### config.mk
export PLATFORM = sky130hd
export DESIGN_NAME = display_mux_7seg
export DESIGN_NICKNAME = d
export VERILOG_FILES = /design/src/rtl/display_mux_7seg.sv
export SDC_FILE = /design/constraint.sdc
export NUM_CORES = 1
export LEC_CHECK = 0
export BUFFER_PORTS_ARGS = -buffer_cell sky130_fd_sc_hd__buf_4
export CORE_UTILIZATION = 26
export CTS_BUF_LIST = sky130_fd_sc_hd__clkbuf_2 sky130_fd_sc_hd__clkbuf_4 sky130_fd_sc_hd__clkbuf_8
export DETAILED_ROUTE_END_ITERATION = 16
export SLEW_MARGIN = 20
export SYNTH_ARGS = -nofsm -noshare
export SYNTH_HDL_FRONTEND = slang
export SYNTH_SLANG_ARGS = --single-unit
### constraint.sdc
create_clock -name i_Clk -period 5 [get_ports i_Clk]
set_input_delay 0.5 -clock i_Clk [delete_from_list [all_inputs] [get_ports i_Clk]]
set_output_delay 0.5 -clock i_Clk [all_outputs]
set_load 0.02 [all_outputs]
### src/rtl/display_mux_7seg.sv
// Multiplexed hex 7-segment scanner. Data loads go to a pending register and
// are committed at frame boundaries. Define DISP_LZ_BLANK_EN for leading-zero blanking.
module display_mux_7seg #(
  parameter int unsigned NUM_DIGITOS  = 4,
  parameter int unsigned DIV_REFRESCO = 50000
) (
  input  logic                     i_Clk,
  input  logic                     i_Reset,
  input  logic [4*NUM_DIGITOS-1:0] i_Datos,
  input  logic                     i_Cargar,
  input  logic                     i_Habilitar,
  output logic [6:0]               o_Segmentos,
  output logic [NUM_DIGITOS-1:0]   o_Anodos,
  output logic                     o_Pendiente
);

  localparam int unsigned CntW = $clog2(DIV_REFRESCO);
  localparam int unsigned IdxW = (NUM_DIGITOS > 1) ? $clog2(NUM_DIGITOS) : 1;
  localparam int unsigned DatW = 4 * NUM_DIGITOS;

  localparam logic [CntW-1:0] CntLast = CntW'(DIV_REFRESCO - 1);
  localparam logic [IdxW-1:0] IdxLast = IdxW'(NUM_DIGITOS - 1);
  localparam logic [6:0]      SegOff  = 7'b1111111;

  function automatic logic [6:0] decode_hex(input logic [3:0] nib);
    logic [6:0] seg;
    case (nib)
      4'h0:    seg = 7'b0000001;
      4'h1:    seg = 7'b1001111;
      4'h2:    seg = 7'b0010010;
      4'h3:    seg = 7'b0000110;
      4'h4:    seg = 7'b1001100;
      4'h5:    seg = 7'b0100100;
      4'h6:    seg = 7'b0100000;
      4'h7:    seg = 7'b0001111;
      4'h8:    seg = 7'b0000000;
      4'h9:    seg = 7'b0001100;
      4'hA:    seg = 7'b0001000;
      4'hB:    seg = 7'b1100000;
      4'hC:    seg = 7'b0110001;
      4'hD:    seg = 7'b1000010;
      4'hE:    seg = 7'b0110000;
      4'hF:    seg = 7'b0111000;
      default: seg = SegOff;
    endcase
    return seg;
  endfunction

  logic [CntW-1:0]        cnt_q, cnt_d;
  logic [IdxW-1:0]        idx_q, idx_d;
  logic [DatW-1:0]        pend_data_q, pend_data_d;
  logic [DatW-1:0]        active_q, active_d;
  logic                   pend_q, pend_d;
  logic [6:0]             seg_q, seg_d;
  logic [NUM_DIGITOS-1:0] an_q, an_d;

  logic tick;
  logic frame_end;
  logic commit;

  logic [3:0] act_nib [NUM_DIGITOS];

  always_comb begin
    for (int k = 0; k < int'(NUM_DIGITOS); k++) begin
      act_nib[k] = active_q[4*k +: 4];
    end
  end

  // Scan timing, load handshake and atomic commit.
  always_comb begin
    tick      = (cnt_q == CntLast);
    frame_end = tick && (idx_q == IdxLast);
    commit    = frame_end && pend_q;

    cnt_d = tick ? '0 : cnt_q + CntW'(1);

    idx_d = idx_q;
    if (tick) begin
      idx_d = (idx_q == IdxLast) ? '0 : idx_q + IdxW'(1);
    end

    active_d    = commit ? pend_data_q : active_q;
    pend_data_d = pend_data_q;
    pend_d      = pend_q & ~commit;
    // A load on the commit edge still wins: old pending commits, new data waits.
    if (i_Cargar) begin
      pend_data_d = i_Datos;
      pend_d      = 1'b1;
    end
  end

`ifdef DISP_LZ_BLANK_EN
  logic [NUM_DIGITOS-1:0] lz_blank;
  logic                   lz_run;

  // Blank the contiguous run of zero nibbles from the top; digit 0 always shows.
  always_comb begin
    lz_blank = '0;
    lz_run   = 1'b1;
    for (int k = int'(NUM_DIGITOS) - 1; k >= 1; k--) begin
      lz_run      = lz_run & (act_nib[k] == 4'h0);
      lz_blank[k] = lz_run;
    end
  end
`endif

  always_comb begin
    an_d  = '1;
    seg_d = SegOff;
    if (i_Habilitar) begin
      an_d[idx_q] = 1'b0;
      seg_d       = decode_hex(act_nib[idx_q]);
`ifdef DISP_LZ_BLANK_EN
      if (lz_blank[idx_q]) begin
        seg_d = SegOff;
      end
`endif
    end
  end

  always_ff @(posedge i_Clk) begin
    if (i_Reset) begin
      cnt_q       <= '0;
      idx_q       <= '0;
      pend_data_q <= '0;
      active_q    <= '0;
      pend_q      <= 1'b0;
      seg_q       <= SegOff;
      an_q        <= '1;
    end else begin
      cnt_q       <= cnt_d;
      idx_q       <= idx_d;
      pend_data_q <= pend_data_d;
      active_q    <= active_d;
      pend_q      <= pend_d;
      seg_q       <= seg_d;
      an_q        <= an_d;
    end
  end

  assign o_Segmentos = seg_q;
  assign o_Anodos    = an_q;
  assign o_Pendiente = pend_q;

endmodule

==> flow_metrics.tcl <==
set metrics [dict create \
    outcome "completed" \
    area_growth_pct 19.30 \
    ant_nets 0 \
    finalCritPeriodShare_pct 44.82 \
    postCtsSetupBuffers 0 \
    min_period_ns 2.241 \
    dp_hpwl_um 3570 \
    ir_drop_mv 0.09952 \
    synth_edf_count 0 \
    drive_gt1_share_pct 18.41 \
    synth_nets 316 \
    regToRegEndpoint "active_q[11]$_SDFFE_PP0P_" \
    cts_tree "built" \
    io_pins 32 \
    r2r-start "cnt_q[0]$_SDFF_PP0_" \
    critPathMaxFanout 18 \
    path_clk_slew_ns 0.07 \
    rrSetupSlack_ns 2.76 \
    crit_path_end_kind "register" \
    seq_area_frac_synth_pct 46.36 \
    swShare_pct 21.23 \
    netlist_area_mm2 0.002678 \
    power_frac_seq_pct 50.6 \
    power.density_mw_per_mm2 318.2 \
    die_w_um 103.5 \
    grt_usage_pct 10.98 \
    synth_top_cell_by_area "dfxtp_1" \
    critical_path.endpoint "active_q[11]$_SDFFE_PP0P_" \
    grt_max_degree 39 \
    clock_skew_ns 0.01098 \
    final_common_cell "dfxtp_1" \
    hold_class "input pin to register" \
    antenna_found_initial 0 \
    synth_ff_type "dfxtp_1" \
    tightest_slew_ns 0.9685 \
    antenna_cells 0 \
    cts_buffer_depth 2 \
    die_y_um 103.5 \
    finalNetCount 341 \
    dr_total_vias 2010 \
    yosys_register_bits 62 \
    clock_latency_ns 0.34 \
    max_cap_viol_count 0 \
    root_buffer "clkbuf_8" \
    coreArea_mm2 0.009864 \
    drtIter0Drc 111 \
    dr.pass1.iters 4 \
    cts.sinks 62 \
    synth_area_leaders "dfxtp_1 46%, mux2i_1 6.7%, nor2_1 5.2%, ha_1 5.1%, nand3_1 4.5%" \
    relSlewSlack_pct 34.95 \
    crit_type "register to register" \
    setup_viol 0 \
    syn_area_per_cell_um2 9.395 \
    p_comb_share_pct 5.0 \
    cts_buffers 9 \
    synthCells 285 \
    fp-row-count 36 \
    ys_warn_count 0 \
    arrival_ns 2.50 \
    cts-hold-fix-buffers 0 \
    drc_errors 0 \
    p_sw_uw 215.7 \
    dieArea_mm2 0.01071 \
    drv_slew 0 \
    wire_per_inst_um 11.60 \
    finish.instance_area_mm2 0.003194 \
    io_buffers 31 \
    mostFrequentLayoutCells "62 x dfxtp_1, 37 x nor2_1, 31 x buf_4" \
    r2r_cells 5 \
    power.internal_uw 800.6 \
    routed_wl_um 5195 \
    start_kind "register" \
    p_leak_uw 0.001144 \
    clkPwrFrac_pct 44.4 \
    pre_cts_ws_ns 2.795 \
    cts_resized 0 \
    gr-total-overflow 0 \
    htree_levels 3 \
    rsz0062_at_grt "false" \
    fmax_ghz 0.4462 \
    async_flop_share_pct 0 \
    start_util_pct 27.14 \
    hold_viol_final 0 \
    grt_pass1_wl_um 8935 \
    worst_slack_ns 2.759 \
    via_per_inst 4.487 \
    worstPathRequired_ns 5.26 \
    place_congestion 0.7623 \
    ys_types 35 \
    grt_pass1_vias 1930 \
    startpoint "cnt_q[0]$_SDFF_PP0_" \
    placed_area_mm2 0.002985 \
    synth_top_area_share_pct 46.36 \
    fin_setup_tns_ns 0 \
]
per-stage QoR:
step	hold WS (ns)	power [uW]	std cells	utilization, %
2_1_floorplan	0.4294	555.1	285	-
3_3_place_gp	0.4428	576.4	432	30.26
3_5_place_dp	0.4548	577.8	432	30.26
4_1_cts	0.3853	1031	448	32.38
5_1_grt	0.4021	1059	448	32.38
6_report	0.3949	1016	448	32.38
how the worst min path moves through the flow:
stage	start	endpoint	slack, ns	cells past startpoint
6_report	i_Datos[5]	pend_data_q[5]$_SDFFE_PP0P_	0.39	3
4_1_cts	i_Datos[5]	pend_data_q[5]$_SDFFE_PP0P_	0.39	3
3_3_place_gp	cnt_q[0]$_SDFF_PP0_	cnt_q[0]$_SDFF_PP0_	0.44	1
2_1_floorplan	cnt_q[0]$_SDFF_PP0_	cnt_q[0]$_SDFF_PP0_	0.43	1
3_5_place_dp	cnt_q[0]$_SDFF_PP0_	cnt_q[0]$_SDFF_PP0_	0.45	1
5_1_grt	i_Datos[11]	pend_data_q[11]$_SDFFE_PP0P_	0.40	3
registers in the layout (all words and copies together) (netlist names):
| name | count |
|---|---|
| idx_q | 2 |
| o_Anodos | 4 |
| cnt_q | 16 |
| pend_data_q | 16 |
| active_q | 16 |
| o_Segmentos | 7 |
| o_Pendiente | 1 |
area by class of cell:
cell class	instances	area, um2
clock inverters	3	42.54
fillers	1021	6670
flip-flops and latches	62	1241
repair buffers	31	232.7
clock buffers	13	166.4
multi-input cells	195	1304
inverters	11	41.29
well taps	133	166.4
routing by layer:
layer  up-vias  track usage (%)  wire length, um
met5         -                0                0
li1       1034                -                -
met4         0            3.575               50
met2        32            17.78             2415
met3         4            4.839              236
met1       940            13.01             2493
cell families (layout without fill, tap and decap cells):
family	count (synthesis)	count (layout)	synth area share, %
AND/OR/NAND/NOR	102	102	19.11
flip-flops	62	62	46.36
AO/OA/AOI/OAI	44	44	8.926
buffers and inverters	28	58	4.953
multiplexers	24	24	10.93
XOR/XNOR	14	14	4.580
adder cells (fa/ha/maj)	11	11	5.140
worst max-delay path: stages (launching register included):
cell and delay, ns:
dfxtp_1 0.37, ha_1 0.20, nand3_1 0.30, nor4_4 0.95
nand3_1 0.16, a21oi_1 0.17
Yosys cell counts (3+ instances only):
master    number
o21ai_0       18
buf_6          3
ha_1          11
nor3_1         4
o211ai_1       3
mux2i_1       18
inv_1         11
nand4_1        4
mux4_2         4
clkbuf_1      11
xnor2_1       13
a21oi_1       20
nand2_1       17
nor2_1        37
nand3_1       24
nor4_1         3
dfxtp_1       62
power groups by stage:
stage | combinational [uW] | sequential, uW | clock, uW
final | 50.8 | 515 | 451
after global routing | 57.4 | 516 | 485
after CTS | 52.3 | 515 | 465
after detailed placement | 52.2 | 526 | 0
after global placement | 50.8 | 526 | 0
after floorplan | 26.8 | 528 | 0
Note: power is estimated with default switching activity, not from simulation.
